## src/rtl/dsp_seq_pkg.sv

```systemverilog
// Shared constants and types for the dot-product sequencer that drives one dsp_slice.
package dsp_seq_pkg;

  localparam int ISSUE_TO_CTRL  = 2;
  localparam int CTRL_TO_RESULT = 1;
  localparam int FLUSH_CYCLES   = 2;

  typedef struct packed {
    logic vld;
    logic first;
    logic last;
  } tag_t;

  typedef enum logic {
    FLUSH,
    RUN
  } state_t;

endpackage

```

## src/rtl/dsp_mac_sequencer_if.sv

```systemverilog
// Operand-in / result-out streaming bus of the dot-product sequencer.
interface dsp_mac_sequencer_if #(
  parameter int DWIDTH = 8,
  parameter int LEN_W  = 8
);
  logic              in_valid;
  logic              in_ready;
  logic [DWIDTH-1:0] in_a;
  logic [DWIDTH-1:0] in_b;
  logic              in_last;
  logic              out_valid;
  logic              out_ready;
  logic [DWIDTH-1:0] out_data;
  logic [LEN_W-1:0]  out_len;

  modport master (
    output in_valid, in_a, in_b, in_last, out_ready,
    input  in_ready, out_valid, out_data, out_len
  );

  modport slave (
    input  in_valid, in_a, in_b, in_last, out_ready,
    output in_ready, out_valid, out_data, out_len
  );
endinterface

```

## src/rtl/dsp_result_fifo.sv

```systemverilog
// First-word-fall-through result FIFO; push and pop may coincide even when full.
module dsp_result_fifo #(
  parameter int WIDTH = 16,
  parameter int DEPTH = 4
) (
  input  logic             clk,
  input  logic             resetn,
  input  logic             push,
  input  logic [WIDTH-1:0] push_data,
  input  logic             pop,
  output logic             valid,
  output logic [WIDTH-1:0] pop_data
);
  localparam int AW = $clog2(DEPTH);
  localparam int CW = $clog2(DEPTH + 1);

  logic [WIDTH-1:0] mem [DEPTH];
  logic [AW-1:0]    wr_ptr_reg, rd_ptr_reg;
  logic [CW-1:0]    count_reg;
  logic             do_push, do_pop;

  function automatic logic [AW-1:0] next_ptr(input logic [AW-1:0] p);
    return (p == AW'(DEPTH - 1)) ? '0 : p + AW'(1);
  endfunction

  assign valid    = (count_reg != '0);
  assign do_pop   = pop & valid;
  assign do_push  = push & ((count_reg != CW'(DEPTH)) | do_pop);
  // Head is forced to zero when empty so stale entries never appear on the bus
  assign pop_data = valid ? mem[rd_ptr_reg] : '0;

  always_ff @(posedge clk) begin
    if (do_push)
      mem[wr_ptr_reg] <= push_data;
  end

  always_ff @(posedge clk or negedge resetn) begin
    if (!resetn) begin
      wr_ptr_reg <= '0;
      rd_ptr_reg <= '0;
      count_reg  <= '0;
    end else begin
      if (do_push)
        wr_ptr_reg <= next_ptr(wr_ptr_reg);
      if (do_pop)
        rd_ptr_reg <= next_ptr(rd_ptr_reg);
      case ({do_push, do_pop})
        2'b10:   count_reg <= count_reg + CW'(1);
        2'b01:   count_reg <= count_reg - CW'(1);
        default: ;
      endcase
    end
  end
endmodule

```

## src/rtl/dsp_mac_sequencer.sv

```systemverilog
// Streams operand pairs into a dsp_slice and collects one wrapping dot product per vector.
module dsp_mac_sequencer
  import dsp_seq_pkg::*;
#(
  parameter int DWIDTH     = 8,
  parameter int LEN_W      = 8,
  parameter int FIFO_DEPTH = 4
) (
  input  logic              clk,
  input  logic              resetn,
  dsp_mac_sequencer_if.slave s,
  output logic              dsp_reset,
  output logic [DWIDTH-1:0] dsp_ax,
  output logic [DWIDTH-1:0] dsp_ay,
  output logic [DWIDTH-1:0] dsp_az,
  output logic              dsp_carry_in,
  output logic              dsp_multiply,
  output logic              dsp_accum,
  input  logic [DWIDTH-1:0] dsp_result
);
  localparam int CR_W = $clog2(FIFO_DEPTH + 1);
  localparam int FC_W = $clog2(FLUSH_CYCLES + 1);

  state_t                  state_reg;
  logic [FC_W-1:0]         flush_cnt_reg;
  logic [CR_W-1:0]         credits_reg, credits_next;
  logic                    first_pending_reg;
  logic [LEN_W-1:0]        len_reg, elem_len;
  logic [DWIDTH-1:0]       ay_reg, az_reg;
  tag_t                    tag_pipe     [ISSUE_TO_CTRL];
  logic [LEN_W-1:0]        len_pipe     [ISSUE_TO_CTRL];
  logic                    cap_vld_pipe [CTRL_TO_RESULT];
  logic [LEN_W-1:0]        cap_len_pipe [CTRL_TO_RESULT];
  tag_t                    ctrl_tag;
  logic                    in_ready, accept, pop, fifo_valid;
  logic [DWIDTH+LEN_W-1:0] fifo_data;

  assign in_ready = (state_reg == RUN) && (credits_reg < CR_W'(FIFO_DEPTH));
  assign accept   = s.in_valid & in_ready;
  assign pop      = fifo_valid & s.out_ready;
  assign elem_len = first_pending_reg ? LEN_W'(1) : len_reg + LEN_W'(1);

  always_ff @(posedge clk or negedge resetn) begin
    if (!resetn) begin
      state_reg     <= FLUSH;
      flush_cnt_reg <= '0;
    end else if (state_reg == FLUSH) begin
      if (flush_cnt_reg == FC_W'(FLUSH_CYCLES))
        state_reg <= RUN;
      else
        flush_cnt_reg <= flush_cnt_reg + FC_W'(1);
    end
  end

  // Credits reserve a FIFO slot from the moment a last is accepted until it is popped
  always_comb begin
    credits_next = credits_reg;
    case ({accept & s.in_last, pop})
      2'b10:   credits_next = credits_reg + CR_W'(1);
      2'b01:   credits_next = credits_reg - CR_W'(1);
      default: ;
    endcase
  end

  always_ff @(posedge clk or negedge resetn) begin
    if (!resetn) begin
      ay_reg            <= '0;
      az_reg            <= '0;
      first_pending_reg <= 1'b1;
      len_reg           <= '0;
      credits_reg       <= '0;
      for (int i = 0; i < ISSUE_TO_CTRL; i++) begin
        tag_pipe[i] <= '0;
        len_pipe[i] <= '0;
      end
      for (int i = 0; i < CTRL_TO_RESULT; i++) begin
        cap_vld_pipe[i] <= 1'b0;
        cap_len_pipe[i] <= '0;
      end
    end else begin
      ay_reg      <= accept ? s.in_a : '0;
      az_reg      <= accept ? s.in_b : '0;
      credits_reg <= credits_next;
      if (accept) begin
        first_pending_reg <= s.in_last;
        len_reg           <= elem_len;
      end
      tag_pipe[0] <= '{vld: accept, first: accept & first_pending_reg, last: accept & s.in_last};
      len_pipe[0] <= elem_len;
      for (int i = 1; i < ISSUE_TO_CTRL; i++) begin
        tag_pipe[i] <= tag_pipe[i-1];
        len_pipe[i] <= len_pipe[i-1];
      end
      // One cycle after the final add the slice result holds the finished sum
      cap_vld_pipe[0] <= ctrl_tag.vld & ctrl_tag.last;
      cap_len_pipe[0] <= len_pipe[ISSUE_TO_CTRL-1];
      for (int i = 1; i < CTRL_TO_RESULT; i++) begin
        cap_vld_pipe[i] <= cap_vld_pipe[i-1];
        cap_len_pipe[i] <= cap_len_pipe[i-1];
      end
    end
  end

  assign ctrl_tag     = tag_pipe[ISSUE_TO_CTRL-1];
  assign dsp_reset    = (state_reg == FLUSH);
  assign dsp_ax       = '0;
  assign dsp_ay       = ay_reg;
  assign dsp_az       = az_reg;
  assign dsp_carry_in = 1'b0;
  assign dsp_multiply = ctrl_tag.vld & ctrl_tag.first;
  assign dsp_accum    = ~dsp_multiply;

  dsp_result_fifo #(
    .WIDTH(DWIDTH + LEN_W),
    .DEPTH(FIFO_DEPTH)
  ) u_fifo (
    .clk      (clk),
    .resetn   (resetn),
    .push     (cap_vld_pipe[CTRL_TO_RESULT-1]),
    .push_data({dsp_result, cap_len_pipe[CTRL_TO_RESULT-1]}),
    .pop      (s.out_ready),
    .valid    (fifo_valid),
    .pop_data (fifo_data)
  );

  assign s.in_ready  = in_ready;
  assign s.out_valid = fifo_valid;
  assign s.out_data  = fifo_data[DWIDTH+LEN_W-1 -: DWIDTH];
  assign s.out_len   = fifo_data[LEN_W-1:0];
endmodule

```

## src/flat_wrapper.sv

```systemverilog
// flat-port wrapper written by rule: the top's interface ports become plain ports
module dsp_mac_sequencer_flat import dsp_seq_pkg::*;
#(
  parameter int DWIDTH     = 8,
  parameter int LEN_W      = 8,
  parameter int FIFO_DEPTH = 4
)
  (clk, resetn, dsp_reset, dsp_ax, dsp_ay, dsp_az, dsp_carry_in, dsp_multiply, dsp_accum, dsp_result, s_in_valid, s_in_a, s_in_b, s_in_last, s_out_ready, s_in_ready, s_out_valid, s_out_data, s_out_len);
  dsp_mac_sequencer_if #(.DWIDTH(DWIDTH), .LEN_W(LEN_W)) s_i ();
  input  logic clk;
  input  logic resetn;
  output logic dsp_reset;
  output logic [DWIDTH-1:0] dsp_ax;
  output logic [DWIDTH-1:0] dsp_ay;
  output logic [DWIDTH-1:0] dsp_az;
  output logic dsp_carry_in;
  output logic dsp_multiply;
  output logic dsp_accum;
  input  logic [DWIDTH-1:0] dsp_result;
  input wire logic [$bits(s_i.in_valid)-1:0] s_in_valid;
  input wire logic [$bits(s_i.in_a)-1:0] s_in_a;
  input wire logic [$bits(s_i.in_b)-1:0] s_in_b;
  input wire logic [$bits(s_i.in_last)-1:0] s_in_last;
  input wire logic [$bits(s_i.out_ready)-1:0] s_out_ready;
  output wire logic [$bits(s_i.in_ready)-1:0] s_in_ready;
  output wire logic [$bits(s_i.out_valid)-1:0] s_out_valid;
  output wire logic [$bits(s_i.out_data)-1:0] s_out_data;
  output wire logic [$bits(s_i.out_len)-1:0] s_out_len;
  assign s_i.in_valid = s_in_valid;
  assign s_i.in_a = s_in_a;
  assign s_i.in_b = s_in_b;
  assign s_i.in_last = s_in_last;
  assign s_i.out_ready = s_out_ready;
  assign s_in_ready = s_i.in_ready;
  assign s_out_valid = s_i.out_valid;
  assign s_out_data = s_i.out_data;
  assign s_out_len = s_i.out_len;
  dsp_mac_sequencer #(.DWIDTH(DWIDTH), .LEN_W(LEN_W), .FIFO_DEPTH(FIFO_DEPTH)) u_core (.clk(clk), .resetn(resetn), .s(s_i), .dsp_reset(dsp_reset), .dsp_ax(dsp_ax), .dsp_ay(dsp_ay), .dsp_az(dsp_az), .dsp_carry_in(dsp_carry_in), .dsp_multiply(dsp_multiply), .dsp_accum(dsp_accum), .dsp_result(dsp_result));
endmodule
```

## config.mk

```make
export PLATFORM = sky130hd
export DESIGN_NAME = dsp_mac_sequencer_flat
export DESIGN_NICKNAME = d
export VERILOG_FILES = /design/src/rtl/dsp_seq_pkg.sv /design/src/rtl/dsp_mac_sequencer_if.sv /design/src/rtl/dsp_result_fifo.sv /design/src/rtl/dsp_mac_sequencer.sv /design/src/flat_wrapper.sv
export SDC_FILE = /design/constraint.sdc
export NUM_CORES = 1
export LEC_CHECK = 0
export ABC_AREA = 1
export BUFFER_PORTS_ARGS = -buffer_cell sky130_fd_sc_hd__buf_4
export CAP_MARGIN = 5
export CORE_MARGIN = 3
export CORE_UTILIZATION = 51
export DETAILED_ROUTE_END_ITERATION = 10
export GPL_TIMING_DRIVEN = 0
export PLACE_DENSITY_LB_ADDON = 0.15
export SLEW_MARGIN = 20
export SYNTH_ARGS = -nofsm -noshare
export SYNTH_HDL_FRONTEND = slang
export SYNTH_HIERARCHICAL = 1
export SYNTH_SLANG_ARGS = --single-unit
```

## constraint.sdc

```tcl
create_clock -name clk -period 1.75 [get_ports clk]
set_input_delay 0.0875 -clock clk [delete_from_list [all_inputs] [get_ports clk]]
set_output_delay 0.0875 -clock clk [all_outputs]
set_load 0.05 [all_outputs]
```

==> Yosys cells after proc, flatten, opt, wreduce, memory -nomap -nowiden <==
Memory sizes are Yosys's and may differ from the RTL's.
Cells that the tools add are included.
{ "word_totals": {"ram_bits": 64, "output_inout_bits": 46, "memories": 1, "in_bits": 29, "wordCells": 66, "ff_bits": 69} }
{ "classes": {"n_eq_ne": 8, "n_reduce_logical": 5, "n_bitwise": 11, "magnitude_cmp": 1, "mux": 12, "addsub": 8} }
{ "memory_table": {"columns": ["name", "words", "word_bits", "rd", "rd_ports_with_merged_regs", "wr", "line_no", "source"], "rows": [
  ["u_core.u_fifo.mem", 4, 16, 1, 0, 1, "dsp_result_fifo.sv:17", "logic [WIDTH-1:0] mem [DEPTH];"]
]} }
{ "ops": {"columns": ["op", "count"], "rows": [
  ["$mux W8", 3],
  ["$mux W16", 1],
  ["$pmux W3 S2", 2],
  ["$eq A2 B2 Y1 const B", 5],
  ["$add A8 B1 Y8 const B", 1],
  ["$and A1 B1 Y1", 7],
  ["$add A2 B1 Y2 const B", 3],
  ["$add A3 B1 Y3 const B", 2],
  ["$sub A3 B1 Y3 const B", 2],
  ["$eq A2 B1 Y1 const B", 2],
  ["$mux W1", 4],
  ["$mux W2", 2],
  ["$reduce_bool A2 Y1", 2],
  ["$lt A3 B3 Y1 const B", 1],
  ["$ne A3 B3 Y1 const B", 1],
  ["$not A1 Y1", 3],
  ["$reduce_bool A3 Y1", 1],
  ["$reduce_and A2 Y1", 1],
  ["$logic_and A1 B1 Y1", 1],
  ["$or A1 B1 Y1", 1]
]} }

==> Depth between registers and ports, before layout <==
Gate-level depths: netlist (run 1).
{ "logic_depth": {"ltp_word": 6, "depth_mapped": 10, "ltp_nobuf": 10} }

==> Cells and area by module <==
The synthesis (run 1) kept the hierarchy.
{ "modules_own_cells": {"columns": ["module", "seq_area_each_um2", "area_per_inst_um2", "cells_each", "n_inst"], "rows": [
  ["dsp_result_fifo", 2097.0, 2965.3, 247, 1],
  ["dsp_mac_sequencer", 1552.7, 2242.2, 199, 1]
]} }

==> Worst setup path after synthesis (run 1) <==
No wires, ideal clock.
{ "synth_path": {"kind": "register -> register", "from": "register u_core.state_reg", "to": "register u_core.credits_reg[2]", "required_time_ps": 1626, "t_arrival_ps": 2047, "n_path_buf": 0, "setup_ps": 124, "path_stages_with_launch": 11, "synth_period_minus_slack_ps": 2172, "slack_ps": -422, "cell_sequence": "dfrtp_1 > inv_2 > nor2_4 > nand2_4 > clkinv_4 > nand2_2 > ha_1 > fa_1 > a21oi_1 > o21ai_0 > xnor2_1"} }
{ "synth_between": {"elab_chain_len": 5, "elab_cells_between_ends": 7, "cone_classes": "eq/ne: 2; mux: 1; bitwise: 2; reduce/logical: 2"} }
{ "synth_rtl": {"columns": ["element", "line_no", "source"], "rows": [
  ["from (decl)", "dsp_mac_sequencer.sv:24", "state_t state_reg;"],
  ["from (signal assigned)", "dsp_mac_sequencer.sv:45", "state_reg <= FLUSH;"],
  ["from (signal assigned)", "dsp_mac_sequencer.sv:49", "state_reg <= RUN;"],
  ["$logic_and A1 B1 Y1 (*)", "dsp_mac_sequencer.sv:38", "assign in_ready = (state_reg == RUN) && (credits_reg < CR_W'(FIFO_DEPTH));"],
  ["net s_in_ready", "flat_wrapper.sv:25", "output wire logic [$bits(s_i.in_ready)-1:0] s_in_ready;"],
  ["$and A1 B1 Y1 (*)", "dsp_mac_sequencer.sv:39", "assign accept = s.in_valid & in_ready;"],
  ["net u_core.accept", "dsp_mac_sequencer.sv:35", "logic in_ready, accept, pop, fifo_valid;"],
  ["$and A1 B1 Y1 (*)", "dsp_mac_sequencer.sv:58", "case ({accept & s.in_last, pop})"],
  ["$eq A2 B1 Y1 / $eq A2 B2 Y1 (equally long branches)", "dsp_mac_sequencer.sv:58", null],
  ["$pmux W3 S2 / $reduce_bool A2 Y1 (equally long branches)", null, null],
  ["to (signal assigned)", "dsp_mac_sequencer.sv:83", "credits_reg <= credits_next;"],
  ["to (decl)", "dsp_mac_sequencer.sv:26", "logic [CR_W-1:0] credits_reg, credits_next;"]
]} }
Mark *: on every way through the listed nets, which the timed path passes. The rest lies on a longest branch.
A chain may end at the register's enable or synchronous reset.

==> Worst setup path in the final report (run 1) <==
{ "layout_path": {"from": "register u_core.u_fifo.rd_ptr_reg[0]", "to": "output port s_out_len[4]"} }
{ "layout_between": {"elab_chain_len": 2} }
{ "layout_rtl": {"columns": ["element", "line_no", "source"], "rows": [
  ["from (decl)", "dsp_result_fifo.sv:18", "logic [AW-1:0] wr_ptr_reg, rd_ptr_reg;"],
  ["from (signal assigned)", "dsp_result_fifo.sv:46", "rd_ptr_reg <= next_ptr(rd_ptr_reg);"],
  ["$mem_v2 Z4 W16", null, null],
  ["$mux W16", "dsp_result_fifo.sv:30", "assign pop_data = valid ? mem[rd_ptr_reg] : '0;"],
  ["to (decl)", "flat_wrapper.sv:28", "output wire logic [$bits(s_i.out_len)-1:0] s_out_len;"]
]} }
Every way passes these cells.

==> flow_summary_export.csv, run 1 <==
group,metric,value,unit
yosys,postSynthCellCount,446,
drt,avgViaCountPerCell,4.754,
cts,cts.sinks,133,
yosys,synth.avg_cell_area,11.68,µm²
worst_setup_path,critPathTopFamily,"buffers and inverters",
worst_setup_path,worstPathRequired,1660,ps
die,ios,75,
sta,worst_pin_slew,816.6,ps
die,dieArea,11460,µm²
sta,setup_viol,16,
run,maxCapViolations,0,
finish,multiInputGateArea,1373,µm²
drt,routed-via-count,3475,
global_routing,grt_max_degree,70,
worst_setup_path,critPathMaxFanout,10,
yosys,synth_top_family_by_area,"simple AND/OR/NAND/NOR gates",
drt,ant_nets,0,
global_routing,use_met1,22.60,%
yosys,synth_area,5207,µm²
worst_setup_path,worstPathArrival,1820,ps
die,start_util,52.79,%
finish,largest_reg_flops,64,
pwr,ir_drop,0.8578,mV
pwr,leakagePower,3.259,nW
finish,reg_top3,"u_core/u_fifo/mem: 64 flops, u_core/len_pipe: 16 flops",
yosys,synth-xor-area-share,0.6728,%
sta,final_max_slew_viol_count,0,
worst_setup_path,end_kind,"output port",
sta,period_minus_slack,1911,ps
sta,rsz0062_at_grt,"true",
worst_setup_path,worst_setup_path_start_kind,"register",
yosys,synth-seq-cells,133,
global_routing,gr-usage-met3,5.117,%
yosys,ys_async_sr_fraction,51.88,%
drt,drt_iter0_drc,217,
yosys,ys_types,32,
placement,dpl.cell_count,654,
global_routing,grt.busiest_layer,"met2",
cts,path_clk_slew,60,ps
yosys,yosysWarnings,6,
die,num_rows,36,
sta,fin_ws,-160.7,ps
placement,placedInstanceArea,5988,µm²
global_routing,grtUsageMet2,36.33,%
worst_setup_path,crit_buf_inv,3,
worst_setup_path,cpPeakStageDelay,360,ps
drt,wl,10.72,mm
min_path,hold_class,"input port to async pin",
finish,synthToLayoutAreaGrowth,37.82,%
cts,clkLatencyLatePin,500,ps
finish,n_antenna_cell,0,
sta,hold_viol,0,
run_status,violations,"negative setup slack",
sta,slew_headroom,45.56,%
drt,avgRoutedWirePerCell,14.67,µm
yosys,synth_edf_count,64,
placement,dp_slack,-160.7,ps
worst_setup_path,slowest_stage,"dfrtp_1",
drt,firstDrtPassIters,4,
cts,root_buffer,"clkbuf_8",
finish,layout-drive-gt1-share,30.27,%
placement,gp_congestion,0.7656,
die,die_width,107.1,µm
finish,stdcell_area,7177,µm²
yosys,synthMuxAreaShare,0.2162,%
cts,cts_tree,"built",
global_routing,grt_overflow,0,
placement,hpwlAfterDp,6.355,mm
yosys,yosys.area_share.simple,13.09,%
cts,htreeDepth,4,
finish,largest_register,"u_core/u_fifo/mem",
sta,period_share,109.2,%
drt,route.detailed.drc,0,
yosys,synth_fa_ha_area_share,2.691,%
die,coreArea,9864,µm²
worst_setup_path,critPathKind,"register to output port",
run_status,status,"finished with violations",
cts,cts_buffers,17,
finish,nNetsFinal,624,
global_routing,grt_pass1_wl,17.42,mm
finish,regArea,3650,µm²
yosys,ys.flop_type,"dfrtp_1",
sta,fin_worst_skew,5.644,ps
finish,fill_cells,637,
pwr,power_density,1775,nW/µm²
worst_setup_path,path_cells,"buf_6 -> buf_6 -> nor2_1 -> nor2_1 -> o21ai_0 -> a21oi_1 -> buf_4",
global_routing,grt_antenna_before_repair,0,
cts,cts_max_path_buffers,2,
global_routing,grt_pass1_vias,3654,
yosys,synth_seq_area_share,70.09,%
die,die_h,107.1,µm
placement,port_buffers,65,
global_routing,grt.total_usage,20.04,%
sta,clock.fmax,523.4,MHz
finish,stdcell_count,731,
yosys,synth_compound_area_share,6.631,%
cell type report:
cell class	count	share of cell area, %
buffer	22	3.138
sequential	133	50.85
inverter	49	2.772
timing repair buffer	112	13.62
clock inverter	14	2.214
multi-input combinational	250	19.12
tap	133	2.319
clock buffer	18	5.962
cells by family (layout without fill, tap and decap cells):
kind of cell,Yosys count,count (layout)
buffers and inverters,71,215
adder cells (fa/ha/maj),10,10
flip-flops,133,133
multiplexers,1,1
AO/OA/AOI/OAI,65,65
XOR/XNOR,4,4
AND/OR/NAND/NOR,161,161
other,1,9
power breakdown:
group	internal [mW]	switching [mW]
Sequential	3.73	0.259
Combinational	1.97	3.34
Clock	2.19	1.26
Total	7.88	4.86
per-layer routing:
layer / up-vias / routed length (µm)
li1: 1713 / -
met4: 0 / 99
met1: 1665 / 4216
met2: 91 / 5871
met3: 6 / 534
met5: - / 0
metrics by stage:
step	TNS [ps]	total power, mW	utilization [%]	hold slack, ps
final	-1836	12.74	72.75	232.8
after global routing	-4095	13.40	72.75	307.4
after CTS	-2294	12.64	71.89	241.6
after detailed placement	-4503	8.519	60.71	247.1
after global placement	-20480	8.377	60.39	239.3
after floorplan	-555.9	7.221	-	-208.1
worst paths after layout:
path / depth (start not counted) / slack (ps) / end / start
worst max-delay path: 7 / -160 / s_out_len[4] / u_core/u_fifo/rd_ptr_reg[0]
worst min-delay path: 2 / 230 / u_core/len_reg[1] / resetn
worst max register to register: 7 / 10 / u_core/credits_reg[1] / u_core/credits_reg[2]
worst min register to register: 0 / 350 / u_core/cap_len_pipe[6] / u_core/len_pipe[6]
max in group asynchronous: 2 / 990 / u_core/len_pipe[3] / resetn
min in group clk: 2 / 340 / u_core/u_fifo/mem[1][10] / dsp_result[2]
cell usage after synthesis, types with 2 or more instances:
library cell  count  share of area (%)
clkbuf_2          2               0.19
a21oi_1          22                2.1
nor2_1          101                7.3
o21ai_1           7               0.67
fa_1              2               0.77
nand2_1          38                2.7
inv_2             5               0.36
buf_4            12                1.7
nand3_1           5               0.48
xnor2_1           2               0.34
nor2_4            2               0.43
inv_1            43                3.1
o21ai_0          33                3.2
xor2_1            2               0.34
nand4_1           5               0.60
buf_2             5               0.48
buf_6             2               0.43
edfxtp_1         64                 37
nand2_2           5               0.60
dfrtp_1          68                 33
ha_1              8                1.9
nand2_4           3               0.65
what timing repair did:
action,4_1_cts,5_1_grt
setup endpoints to repair,50,20
endpoints found under the hold margin,122,0
setup buffers,9,6
hold buffers,29,0
cloned,1,0
pin swaps,7,5
gates resized for setup,47,13
layout by cell type (no fill, tap or decap), types with 9 or more instances in the layout:
cell type,n
nor2_1,97
buf_4,76
dfrtp_1,68
edfxtp_1,64
inv_1,41
nand2_1,37
dlygate4sd3_1,29
o21ai_0,25
buf_6,22
clkbuf_16,16
o21ai_1,15
a21oi_2,14
conb_1,9
Note: power is estimated with default switching activity, not from simulation.
==> inputs of run 2 (changes only) <==
CORE_UTILIZATION = 61   (was 51)
clock period = 2.2 ns   (was 1.75 ns; I/O delays follow)
==> flow_summary_export.csv, run 2 (synthesized netlist as in run 1, its figures left out) <==
group,metric,value,unit
global_routing,grt_max_degree,70,
cts,htreeDepth,4,
finish,layout-drive-gt1-share,25.13,%
worst_setup_path,cpPeakStageDelay,390,ps
placement,dp_slack,224.0,ps
sta,worst_pin_slew,955.3,ps
finish,n_antenna_cell,0,
drt,ant_nets,0,
pwr,p_switching,3.728,mW
die,dieArea,9682,µm²
drt,routed-via-count,3518,
worst_setup_path,worst_path_most_repeated_cell,"clkbuf_4",
worst_setup_path,critPathMaxFanout,10,
run_status,status,"complete, no violations",
cts,path_clk_slew,60,ps
worst_setup_path,critPathKind,"register to output port",
cts,clkLatencyLatePin,520,ps
drt,wl,10.98,mm
sta,fin_worst_skew,8.145,ps
pwr,seqPwrFrac,33.8,%
cts,cts_tree,"built",
sta,fin_ws,96.77,ps
global_routing,grt_antenna_before_repair,0,
pwr,leakagePower,3.137,nW
worst_setup_path,slowest_stage,"dfrtp_1",
pwr,combPwrFrac,38.2,%
sta,clock.fmax,475.5,MHz
worst_setup_path,worst_setup_path_start_kind,"register",
sta,final_max_slew_viol_count,0,
drt,drt_iter0_drc,180,
worst_setup_path,worstPathArrival,1990,ps
drt,avgViaCountPerCell,5.128,
die,coreArea,8258,µm²
sta,period_share,95.60,%
sta,setup_viol,0,
cts,cts_max_path_buffers,2,
finish,synthToLayoutAreaGrowth,30.15,%
finish,final_cell_mix,"97 x nor2_1, 77 x buf_4, 68 x dfrtp_1",
worst_setup_path,path_cells,"clkbuf_4 -> inv_2 -> clkbuf_4 -> o21ai_0 -> a21oi_1 -> buf_4",
pwr,p_clk_share,28.1,%
finish,nNetsFinal,607,
pwr,p_sw_share,39.45,%
drt,avgRoutedWirePerCell,16.01,µm
sta,slew_headroom,36.25,%
placement,hpwlAfterDp,6.157,mm
finish,largest_reg_flops,64,
pwr,p_int,5.723,mW
global_routing,grt_pass1_wl,17.91,mm
worst_setup_path,end_kind,"output port",
worst_setup_path,critPathTopFamily,"buffers and inverters",
run,maxCapViolations,0,
min_path,hold_class,"input port to async pin",
die,die_width,98.40,µm
worst_setup_path,crit_buf_inv,4,
sta,hold_viol,0,
pwr,power_density,1394,nW/µm²
cts,cts_buffers,17,
global_routing,grt.total_usage,24.43,%
worst_setup_path,worstPathRequired,2090,ps
global_routing,grt_pass1_vias,3714,
die,start_util,63.06,%
pwr,ir_drop,0.7610,mV
global_routing,grt_overflow,0,
finish,layout_commonest_cell,"nor2_1",
finish,reg_top3,"u_core/u_fifo/mem: 64 flops, u_core/len_pipe: 16 flops",
cts,cts.sinks,133,
placement,gp_congestion,0.8680,
finish,largest_register,"u_core/u_fifo/mem",
sta,period_minus_slack,2103,ps
die,ios,75,
die,num_rows,33,
placement,port_buffers,65,
die,die_h,98.40,µm
pwr,finalPower,9.451,mW
cts,root_buffer,"clkbuf_8",
drt,route.detailed.drc,0,
sta,rsz0062_at_grt,"false",
drt,firstDrtPassIters,4,
[run 2: through the flow]
stage	cells	hold WS [ps]	area, µm²	TNS, ps	utilization, %
after floorplan	454	-185.6	5238	0	-
after global placement	624	266.4	5857	-1108	70.92
after detailed placement	627	269.8	5901	0	71.45
after CTS	686	264.4	6749	0	81.73
after global routing	686	298.0	6778	0	82.08
final	686	235.6	6778	0	82.08
[run 2: worst paths after layout]
check	startpoint	end	slack, ps	cells past startpoint
setup / recovery	u_core/u_fifo/rd_ptr_reg[0]	s_out_len[2]	100	6
hold / removal	resetn	u_core/dsp_az[2]	240	2
setup reg to reg	u_core/credits_reg[2]	u_core/credits_reg[2]	210	9
hold reg to reg	u_core/len_pipe[15]	u_core/len_pipe[7]	340	0
max in group asynchronous	resetn	u_core/u_fifo/count_reg[1]	1400	2
min in group clk	u_core/len_pipe[15]	u_core/len_pipe[7]	340	0
[run 2: layout make-up]
type	instances	area [µm²]
buffer	21	180.2
tap	105	131.4
timing repair buffer	96	802.0
clock inverter	12	100.1
inverter	49	188.9
multi-input combinational	250	1257
fill	424	1480
clock buffer	20	467.9
sequential	133	3650
[run 2: worst reg2reg max path, stage by stage, from the launching register on]
cell      delay [ps]
dfrtp_1          410
nor2_4           150
nand2_4          120
clkinv_4         110
nand2_2           70
ha_1             230
fa_1             380
a21oi_1          130
o21ai_0          110
xnor2_1          150
[run 2: power by group through the flow]
stage	combinational [mW]	sequential (mW)	clock, mW
global placement	3.33	3.19	0
floorplan	2.31	3.33	0
CTS	3.51	3.18	2.67
finish	3.61	3.19	2.65
detailed placement	3.44	3.21	0
global route	3.89	3.23	2.81
[run 2: layer usage]
| layer | vias up | GRT usage, % | wire length [µm] |
|---|---|---|---|
| li1 | 1676 | - | - |
| met1 | 1680 | 28.28 | 4103 |
| met2 | 131 | 42.80 | 5884 |
| met3 | 31 | 5.286 | 653 |
| met4 | 0 | 12.39 | 340 |
| met5 | - | 0 | 0 |
[run 2: timing repair]
action | in CTS | in global routing
buffers inserted | 0 | 0
pin swaps | 0 | 1
hold buffers | 28 | 0
gates resized for setup | 1 | 14
setup endpoints to repair | 1 | 12
hold endpoints to repair | 125 | 0
==> inputs of run 3 (changes only) <==
BUFFER_PORTS_ARGS = default   (was -buffer_cell sky130_fd_sc_hd__buf_4)
CELL_PAD_IN_SITES_DETAIL_PLACEMENT = 2   (was default)
CELL_PAD_IN_SITES_GLOBAL_PLACEMENT = 2   (was default)
CORE_UTILIZATION = 45   (was 61)
DONT_BUFFER_PORTS = 1   (was default)
==> flow_summary_export.csv, run 3 (synthesized netlist as in run 1, its figures left out) <==
group,metric,value,unit
drt,avgViaCountPerCell,5.449,
finish,stdcell_area,6588,µm²
global_routing,grt_overflow,0,
worst_setup_path,end_kind,"register",
finish,fill_cells,997,
run,maxCapViolations,0,
sta,setup_viol,1,
finish,synthToLayoutAreaGrowth,26.50,%
drt,ant_nets,0,
min_path,hold_class,"input port to register",
sta,slew_headroom,60.90,%
pwr,leakagePower,2.869,nW
run_status,status,"finished with violations",
die,coreArea,11080,µm²
sta,worst_pin_slew,585.9,ps
finish,n_antenna_cell,0,
worst_setup_path,critPathLaunch,"u_core/state_reg",
sta,clock.fmax,439.6,MHz
cts,root_buffer,"clkbuf_16",
sta,fin_worst_skew,14.48,ps
sta,hold_viol,0,
worst_setup_path,critPathKind,"register to register",
cts,cts_tree,"built",
finish,nNetsFinal,548,
drt,wl,18.29,mm
global_routing,grt_max_degree,70,
drt,drt_iter0_drc,239,
global_routing,grt_antenna_before_repair,0,
cts,cts.sinks,133,
sta,fin_ws,-75.01,ps
worst_setup_path,regToRegEndpoint,"u_core/credits_reg[2]",
finish,final_cell_mix,"94 x nor2_1, 68 x dfrtp_1, 64 x edfxtp_1",
drt,routed-via-count,3607,
run_status,violations,"negative setup slack",
die,ios,75,
global_routing,grt_pass1_wl,27.08,mm
worst_setup_path,slowest_stage,"dfrtp_1",
global_routing,grt.total_usage,29.11,%
cts,cts_max_path_buffers,2,
cts,cts_buffers,17,
worst_setup_path,path_cells,"inv_4 -> nor2_4 -> nand2_4 -> clkinv_8 -> nand2_2 -> ha_2 -> fa_2 -> a21oi_1 -> o21ai_1 -> xnor2_1",
cts,clkLatencyLatePin,420,ps
die,start_util,47.01,%
die,die_h,113.6,µm
finish,largest_register,"u_core/u_fifo/mem",
drt,avgRoutedWirePerCell,27.63,µm
global_routing,grt_pass1_vias,4270,
placement,hpwlAfterDp,8.639,mm
worst_setup_path,worstPathRequired,2490,ps
worst_setup_path,r2r_setup_slack,-80,ps
pwr,ir_drop,0.9776,mV
die,die_width,113.6,µm
worst_setup_path,reg2regPathDepth,10,
finish,reg_top3,"u_core/u_fifo/mem: 64 flops, u_core/len_pipe: 16 flops",
finish,largest_reg_flops,64,
sta,final_max_slew_viol_count,0,
worst_setup_path,cpPeakStageDelay,400,ps
die,num_rows,38,
placement,port_buffers,0,
sta,setup_tns,-75.01,ps
finish,layout_commonest_cell,"nor2_1",
worst_setup_path,worstSetupEndpoint,"u_core/credits_reg[2]",
finish,layout-drive-gt1-share,20.50,%
drt,route.detailed.drc,0,
cts,path_clk_slew,60,ps
worst_setup_path,worst_setup_path_start_kind,"register",
placement,gp_congestion,0.7631,
sta,period_minus_slack,2275,ps
sta,rsz0062_at_grt,"true",
drt,firstDrtPassIters,4,
die,dieArea,12900,µm²
pwr,power_density,1510,nW/µm²
sta,period_share,103.4,%
sta,hold_ws,22.79,ps
worst_setup_path,critPathMaxFanout,3,
worst_setup_path,worstPathArrival,2570,ps
cts,htreeDepth,4,
placement,placedInstanceArea,5472,µm²
worst_setup_path,r2r_start,"u_core/state_reg",
[run 3: worst min-delay path by stage]
stage / from / to / slack, ps / cells after the start
2_1_floorplan: resetn / u_core/cap_len_pipe[0] / -190 / 0
3_3_place_gp: resetn / u_core/dsp_az[6] / -180 / 0
3_5_place_dp: resetn / u_core/dsp_az[2] / -180 / 0
4_1_cts: s_in_valid / u_core/tag_pipe[5] / 9 / 3
5_1_grt: s_in_valid / u_core/tag_pipe[5] / 10 / 3
6_report: s_in_valid / u_core/tag_pipe[5] / 20 / 3
[run 3: timing repair]
item / 4_1_cts / 5_1_grt
hold endpoints to repair: 123 / 0
resized for setup: 39 / 33
pin swaps: 4 / 12
hold buffers: 29 / 0
buffers inserted: 2 / 1
endpoints found under the setup margin: 18 / 18
[run 3: layout make-up]
type                            instances  area [µm²]  share of cell area, %
Multi-Input combinational cell        250        1466                  22.26
Tap cell                              140       175.2                  2.659
Buffer                                 22       177.7                  2.697
Inverter                               49       201.4                  3.058
Clock buffer                           22       485.5                  7.369
Sequential cell                       133        3650                  55.40
Clock inverter                         10       52.55                 0.7977
Timing Repair Buffer                   36       379.1                  5.755
[run 3: through the flow]
stage | utilization (%) | setup WS (ps) | power (mW) | std cells
global placement | 48.86 | -172.4 | 6.091 | 594
detailed placement | 49.39 | -225.9 | 6.328 | 598
floorplan | - | 28.46 | 5.637 | 454
global route | 59.46 | -131.2 | 10.32 | 662
CTS | 58.98 | -11.64 | 9.533 | 661
finish | 59.46 | -75.01 | 9.945 | 662
[run 3: power by group]
| part | leakage (nW) | internal [mW] | switching (mW) | total (mW) |
|---|---|---|---|---|
| Clock | 0.274 | 1.55 | 1.12 | 2.67 |
| Sequential | 1.49 | 2.96 | 0.467 | 3.43 |
| Combinational | 1.10 | 0.990 | 2.85 | 3.84 |
| Total | 2.87 | 5.50 | 4.44 | 9.95 |
[run 3: critical path, delay by kind of cell, from the launching register on]
family                     cells  cell delay (ps)
AOI/OAI and AO/OA              2              310
xor gates and xnor gates       1              150
adders and majority gates      2              570
buffers and inverters          2              180
DFF                            1              400
and+or+nand+nor                3              540
[run 3: routing by layer]
layer  track usage [%]  routed length, µm
met1             34.97               7195
met2             52.69               9988
met3             6.154                801
met4             8.413                309
met5                 0                  0
